$ cat src/rtl/hazard_ctrl_pkg.sv
// Shared types and constants for the pipeline hazard controller:
// shadow-slot layouts, their bubble values and the forward-mux encodings.
package hazard_ctrl_pkg;

    localparam logic [1:0] NOforward  = 2'b00;
    localparam logic [1:0] forwardMEM = 2'b01;
    localparam logic [1:0] forwardWB  = 2'b10;

    typedef struct packed {
        logic       valid;
        logic [4:0] rs1;
        logic [4:0] rs2;
        logic       rs1_used;
        logic       rs2_used;
        logic [4:0] rd;
        logic       wren;
        logic       load;
    } ex_slot_t;

    typedef struct packed {
        logic       valid;
        logic [4:0] rd;
        logic       wren;
        logic       load;
    } mem_slot_t;

    typedef struct packed {
        logic       valid;
        logic [4:0] rd;
        logic       wren;
    } wb_slot_t;

    localparam ex_slot_t  EX_BUBBLE  = '0;
    localparam mem_slot_t MEM_BUBBLE = '0;
    localparam wb_slot_t  WB_BUBBLE  = '0;

    // x0 is hardwired, so a write to it never produces a value to forward
    function automatic logic slot_writes(
        input logic       valid,
        input logic       wren,
        input logic [4:0] rd,
        input logic [4:0] r
    );
        return valid && wren && (rd == r) && (r != 5'd0);
    endfunction

endpackage

$ cat src/rtl/fwd_sel_unit.sv
// Forward-mux select for one EX source operand, from the MEM and WB slots.
// The younger MEM result wins; loads in MEM have no data yet.
module fwd_sel_unit
    import hazard_ctrl_pkg::*;
(
    input  logic [4:0] rs_addr_i,
    input  logic       rs_used_i,
    input  mem_slot_t  mem_i,
    input  wb_slot_t   wb_i,
    output logic [1:0] sel_o
);

    logic mem_hit;
    logic wb_hit;

    always_comb begin
        mem_hit = rs_used_i && !mem_i.load
                  && slot_writes(mem_i.valid, mem_i.wren, mem_i.rd, rs_addr_i);
        wb_hit  = rs_used_i
                  && slot_writes(wb_i.valid, wb_i.wren, wb_i.rd, rs_addr_i);
        sel_o   = NOforward;
        if (mem_hit) begin
            sel_o = forwardMEM;
        end else if (wb_hit) begin
            sel_o = forwardWB;
        end
    end

endmodule

$ cat src/rtl/hazard_ctrl.sv
// Hazard controller: shadows EX/MEM/WB register usage and drives forwarding,
// pipeline enables/flushes, load-use bubbles, branch squash and memory freeze.
module hazard_ctrl
    import hazard_ctrl_pkg::*;
#(
    parameter int CNT_W = 16
) (
    input  logic             clk_i,
    input  logic             rst_i,
    input  logic [4:0]       ID_rs1_addr_i,
    input  logic [4:0]       ID_rs2_addr_i,
    input  logic             ID_rs1_used_i,
    input  logic             ID_rs2_used_i,
    input  logic [4:0]       ID_rd_addr_i,
    input  logic             ID_rd_wren_i,
    input  logic             ID_mem_rden_i,
    input  logic             EX_br_taken_i,
    input  logic             MEM_dmem_ready_i,
    output logic [1:0]       forward_rs1_sel_o,
    output logic [1:0]       forward_rs2_sel_o,
    output logic             pc_en_o,
    output logic             IF_ID_en_o,
    output logic             ID_EX_en_o,
    output logic             EX_MEM_en_o,
    output logic             MEM_WB_en_o,
    output logic             IF_ID_flush_o,
    output logic             ID_EX_flush_o,
    output logic [CNT_W-1:0] loaduse_cnt_o,
    output logic [CNT_W-1:0] flush_cnt_o
);

    ex_slot_t         ex_q, ex_d;
    mem_slot_t        mem_q, mem_d;
    wb_slot_t         wb_q, wb_d;
    logic [CNT_W-1:0] lu_cnt_q, lu_cnt_d;
    logic [CNT_W-1:0] fl_cnt_q, fl_cnt_d;

    logic mem_stall;
    logic load_use;

    always_comb begin
        mem_stall = !MEM_dmem_ready_i;
        load_use  = ex_q.valid && ex_q.load && ex_q.wren
                    && (ex_q.rd != 5'd0)
                    && (((ex_q.rd == ID_rs1_addr_i) && ID_rs1_used_i)
                     || ((ex_q.rd == ID_rs2_addr_i) && ID_rs2_used_i));
    end

    always_comb begin
        pc_en_o       = 1'b1;
        IF_ID_en_o    = 1'b1;
        ID_EX_en_o    = 1'b1;
        EX_MEM_en_o   = 1'b1;
        MEM_WB_en_o   = 1'b1;
        IF_ID_flush_o = 1'b0;
        ID_EX_flush_o = 1'b0;
        lu_cnt_d      = lu_cnt_q;
        fl_cnt_d      = fl_cnt_q;

        ex_d.valid    = 1'b1;
        ex_d.rs1      = ID_rs1_addr_i;
        ex_d.rs2      = ID_rs2_addr_i;
        ex_d.rs1_used = ID_rs1_used_i;
        ex_d.rs2_used = ID_rs2_used_i;
        ex_d.rd       = ID_rd_addr_i;
        ex_d.wren     = ID_rd_wren_i;
        ex_d.load     = ID_mem_rden_i;
        mem_d         = '{valid: ex_q.valid, rd: ex_q.rd,
                          wren: ex_q.wren, load: ex_q.load};
        wb_d          = '{valid: mem_q.valid, rd: mem_q.rd,
                          wren: mem_q.wren};

        // reset wins over a pending stall so the pipe restarts cleanly
        if (rst_i) begin
            ex_d  = EX_BUBBLE;
            mem_d = MEM_BUBBLE;
            wb_d  = WB_BUBBLE;
        end else if (mem_stall) begin
            pc_en_o     = 1'b0;
            IF_ID_en_o  = 1'b0;
            ID_EX_en_o  = 1'b0;
            EX_MEM_en_o = 1'b0;
            MEM_WB_en_o = 1'b0;
            ex_d        = ex_q;
            mem_d       = mem_q;
            wb_d        = wb_q;
        end else if (EX_br_taken_i) begin
            IF_ID_flush_o = 1'b1;
            ID_EX_flush_o = 1'b1;
            ex_d          = EX_BUBBLE;
            if (fl_cnt_q != '1) begin
                fl_cnt_d = fl_cnt_q + CNT_W'(1);
            end
        end else if (load_use) begin
            pc_en_o       = 1'b0;
            IF_ID_en_o    = 1'b0;
            ID_EX_flush_o = 1'b1;
            ex_d          = EX_BUBBLE;
            if (lu_cnt_q != '1) begin
                lu_cnt_d = lu_cnt_q + CNT_W'(1);
            end
        end
    end

    always_ff @(posedge clk_i) begin
        if (rst_i) begin
            ex_q     <= EX_BUBBLE;
            mem_q    <= MEM_BUBBLE;
            wb_q     <= WB_BUBBLE;
            lu_cnt_q <= '0;
            fl_cnt_q <= '0;
        end else begin
            ex_q     <= ex_d;
            mem_q    <= mem_d;
            wb_q     <= wb_d;
            lu_cnt_q <= lu_cnt_d;
            fl_cnt_q <= fl_cnt_d;
        end
    end

    fwd_sel_unit u_fwd_rs1 (
        .rs_addr_i (ex_q.rs1),
        .rs_used_i (ex_q.rs1_used),
        .mem_i     (mem_q),
        .wb_i      (wb_q),
        .sel_o     (forward_rs1_sel_o)
    );

    fwd_sel_unit u_fwd_rs2 (
        .rs_addr_i (ex_q.rs2),
        .rs_used_i (ex_q.rs2_used),
        .mem_i     (mem_q),
        .wb_i      (wb_q),
        .sel_o     (forward_rs2_sel_o)
    );

    assign loaduse_cnt_o = lu_cnt_q;
    assign flush_cnt_o   = fl_cnt_q;

endmodule

$ cat config.mk
export PLATFORM = sky130hd
export DESIGN_NAME = hazard_ctrl
export DESIGN_NICKNAME = d
export VERILOG_FILES = /design/src/rtl/hazard_ctrl_pkg.sv /design/src/rtl/fwd_sel_unit.sv /design/src/rtl/hazard_ctrl.sv
export SDC_FILE = /design/constraint.sdc
export NUM_CORES = 1
export LEC_CHECK = 0
export CAP_MARGIN = 15
export CORE_ASPECT_RATIO = 0.75
export CORE_MARGIN = 1.5
export CORE_UTILIZATION = 55
export CTS_CLUSTER_SIZE = 14
export DETAILED_ROUTE_END_ITERATION = 8
export HOLD_SLACK_MARGIN = 0.12
export PLACE_DENSITY = 0.85
export SLEW_MARGIN = 15
export SYNTH_ARGS = -nofsm -noshare
export SYNTH_HDL_FRONTEND = slang
export SYNTH_SLANG_ARGS = --single-unit
$ cat constraint.sdc
create_clock -name clk_i -period 7.15 [get_ports clk_i]
set_clock_uncertainty 0.15 [all_clocks]
set_input_delay 1.7875 -clock clk_i [delete_from_list [all_inputs] [get_ports clk_i]]
set_output_delay 1.7875 -clock clk_i [all_outputs]
set_load 0.03 [all_outputs]
==> metrics.md <==
| Metric | Value |
|---|---|
| Status | `completed` |
| Hold Slack | `roughly 0.36 ns` |
| Avg Vias per Cell | `5.88` |
| Global route overflow | `0` |
| Crit Path Class | `input port to output port` |
| Dpl ws | `0.985 ns` |
| P_leak | `0.00155 uW` |
| Cts hold-fix bufs | `0` |
| Vias | `2952` |
| Primary FF master, synth | `dfxtp_1` |
| Initial antenna violation count | `0` |
| Diodes inserted | `0` |
| CTS tree | `done` |
| First-pass GRT wire length | `about 13000 um` |
| Final Cycle Share | `between 80% and 90%` |
| Final count of hold timing violations | `0` |
| Final slew viol count | `0` |
| Total global routing track utilization | `between 20% and 30%` |
| Setup Viol. Count Final | `0` |
| Cell taking the most area after synthesis | `dfxtp_1` |
| Util after Layout | `about 72%` |
| Syn avg cell area | `9.07 um^2` |
| I/O pins | `66` |
| Power per Cell Area | `186 nW/um^2` |
| Critical Path End Type | `output port` |
| Fmax | `~160 MHz` |
| EDFF count, synth | `0` |
| Critical Path AT | `4.26 ns` |
| Async S/R FF share, synth | `0%` |
| Vias in the first global route | `2797` |
| Ys Warns | `0` |
| Syn nets | `386` |
| # clock sinks | `67` |
| Final cell count without fillers | `502` |
| WL/cell | `16.0 um` |
| Cells after Synth | `361` |
| Least-Margin Pin Slew | `about 0.85 ns` |
| DIE WIDTH | `slightly above 90 um` |
| Yosys reg bits | `between 60 and 70` |
| Clk buf depth | `2` |
| Clock root buffer | `clkbuf_8` |
| DIE AREA | `6430 um^2` |
| Synth top area share | `40.9%` |
| Post-route DRC | `0` |
| CTS clk-pin slew, worst paths | `~0.070 ns` |
| Post-synth top cells | `dfxtp_1 (67), nor2_1 (43), xor2_1 (24)` |
| Die height | `around 70 um` |
| Placer Congestion | `0.936` |
| # nets final | `about 440` |
| Fin Setup TNS | `0 ns` |
| Share of layout cells above drive strength 1 | `8.02%` |
| Total CTS buffers | `9` |
| Cell Area, Synth | `3280 um^2` |
| DRT Wirelength | `approximately 8000 um` |
| Fin crit period | `6.20 ns` |
| Core area | `5770 um^2` |
| Worst setup SP type | `input port` |
| Drt pass-1 iters | `4` |
| Top post-synthesis cells by area | `dfxtp_1 (41%), xor2_1 (6.4%), xnor2_1 (5.3%)` |
| Post-CTS setup buffer count | `0` |
| Max-cap violations | `0` |
| Peak supply drop | `0.133 mV` |
| CTS H-tree depth | `3` |
| Sequential element share of the synthesized area | `between 40% and 50%` |
| Post-DRT Antenna Nets | `0` |
| DP Cell Count | `486` |
| PostCTS Resize Cnt | `0` |
| Worst-Skew Late Latency | `0.34 ns` |
| Crit path required time | `5.21 ns` |
| Critical Path Fanout Max | `29` |
| Synth cell types | `47` |
| Final worst slack | `0.955 ns` |
| Hold WC Path Type | `flip-flop to flip-flop` |
| Effective utilization at floorplan | `between 50% and 60%` |
| Count leader, synth | `dfxtp_1` |
| RSZ-0062 raised after global routing | `no` |
| DP Wirelength | `5840 um` |
| Largest net degree at the start of global routing | `31` |
| Area Overhead vs Synth | `27.2%` |
| Initial DRC count | `~240` |
| Rows | `24` |
| Max-slew headroom | `43.0%` |
| Port bufs | `65` |
[path summary, 6_finish.rpt]
check | slack [ns] | end | start | cells past startpoint
min | 0.36 | ex_q[7]$_SDFFE_PP0P_ | ex_q[7]$_SDFFE_PP0P_ | 1
min reg2reg | 0.36 | ex_q[7]$_SDFFE_PP0P_ | ex_q[7]$_SDFFE_PP0P_ | 1
max | 0.95 | ID_EX_flush_o | ID_rs2_addr_i[1] | 8
max reg2reg | 4.61 | loaduse_cnt_o[14]$_SDFFE_PP0P_ | loaduse_cnt_o[0]$_SDFFE_PP0P_ | 6
[layout make-up]
cell class	count	area (um^2)
flip-flops and latches	67	1340
clock buffers	13	159
fillers	431	1600
multi-input cells	266	1810
repair buffers	72	703
well taps	78	97.6
clock inverters	3	46.3
inverters	3	11.3
[per-stage QoR]
stage	cell area, um^2	power (uW)
floorplan	3280	435
global placement	3960	461
detailed placement	3960	463
CTS	4170	780
global route	4170	807
finish	4170	776
[power breakdown]
group          switching [uW]  total [uW]  leakage, uW  internal [uW]
registers                9.31         389     0.000542            380
clock network             140         321    0.0000998            181
logic                    33.8        66.2     0.000905           32.4
total                     183         776      0.00155            593
[flip-flops by register name (all words and copies together), names as in the netlist]
register	flops
wb_q	7
ex_q	20
flush_cnt_o	16
mem_q	8
loaduse_cnt_o	16
[cells by family (layout without fill, tap and decap cells)]
| logic type | after synthesis | after routing | share of synthesized area, % |
|---|---|---|---|
| flops | 67 | 67 | 40.9 |
| buf+inv | 28 | 91 | 3.82 |
| mux | 19 | 19 | 5.92 |
| fa+ha+maj | 2 | 2 | 0.764 |
| compound gates | 58 | 58 | 13.7 |
| simple gates | 143 | 143 | 23.1 |
| xor+xnor | 44 | 44 | 11.8 |
[cell usage in the layout (no fill, tap or decap), drive strengths merged, types with 2 or more instances in the layout]
cell,instances
xor2,24
and4,2
dfxtp,67
nor3b,3
o31ai,5
nand4,17
o41ai,6
or4,8
ha,2
mux2i,16
nor3,15
nor2,43
or2,5
nand3,14
a21oi,9
clkinv,2
mux2,3
buf,7
xnor2,20
nand2,14
nor2b,4
o21ai,5
a22o,19
clkdlybuf4s50,65
inv,2
and3,4
or3,2
clkbuf,13
nor4,8
o311ai,5
[worst max-delay path: stages]
cell and delay (ns):
clkdlybuf4s50_1 0.48, xor2_1 0.17, nor4_1 0.28, a32oi_1 0.17
buf_4 0.25, nor3_1 0.27, o211a_1 0.18, clkdlybuf4s50_1 0.66
[layer usage]
layer | track usage (%) | vias up | part of all wire, %
met3 | 7.35 | 9 | 5.5
met1 | 33.1 | 1401 | 45
met5 | 0 | - | 0
met4 | 7.52 | 0 | 1.1
li1 | - | 1443 | -
met2 | 43.5 | 99 | 49
(Power assumes the default switching activity.)
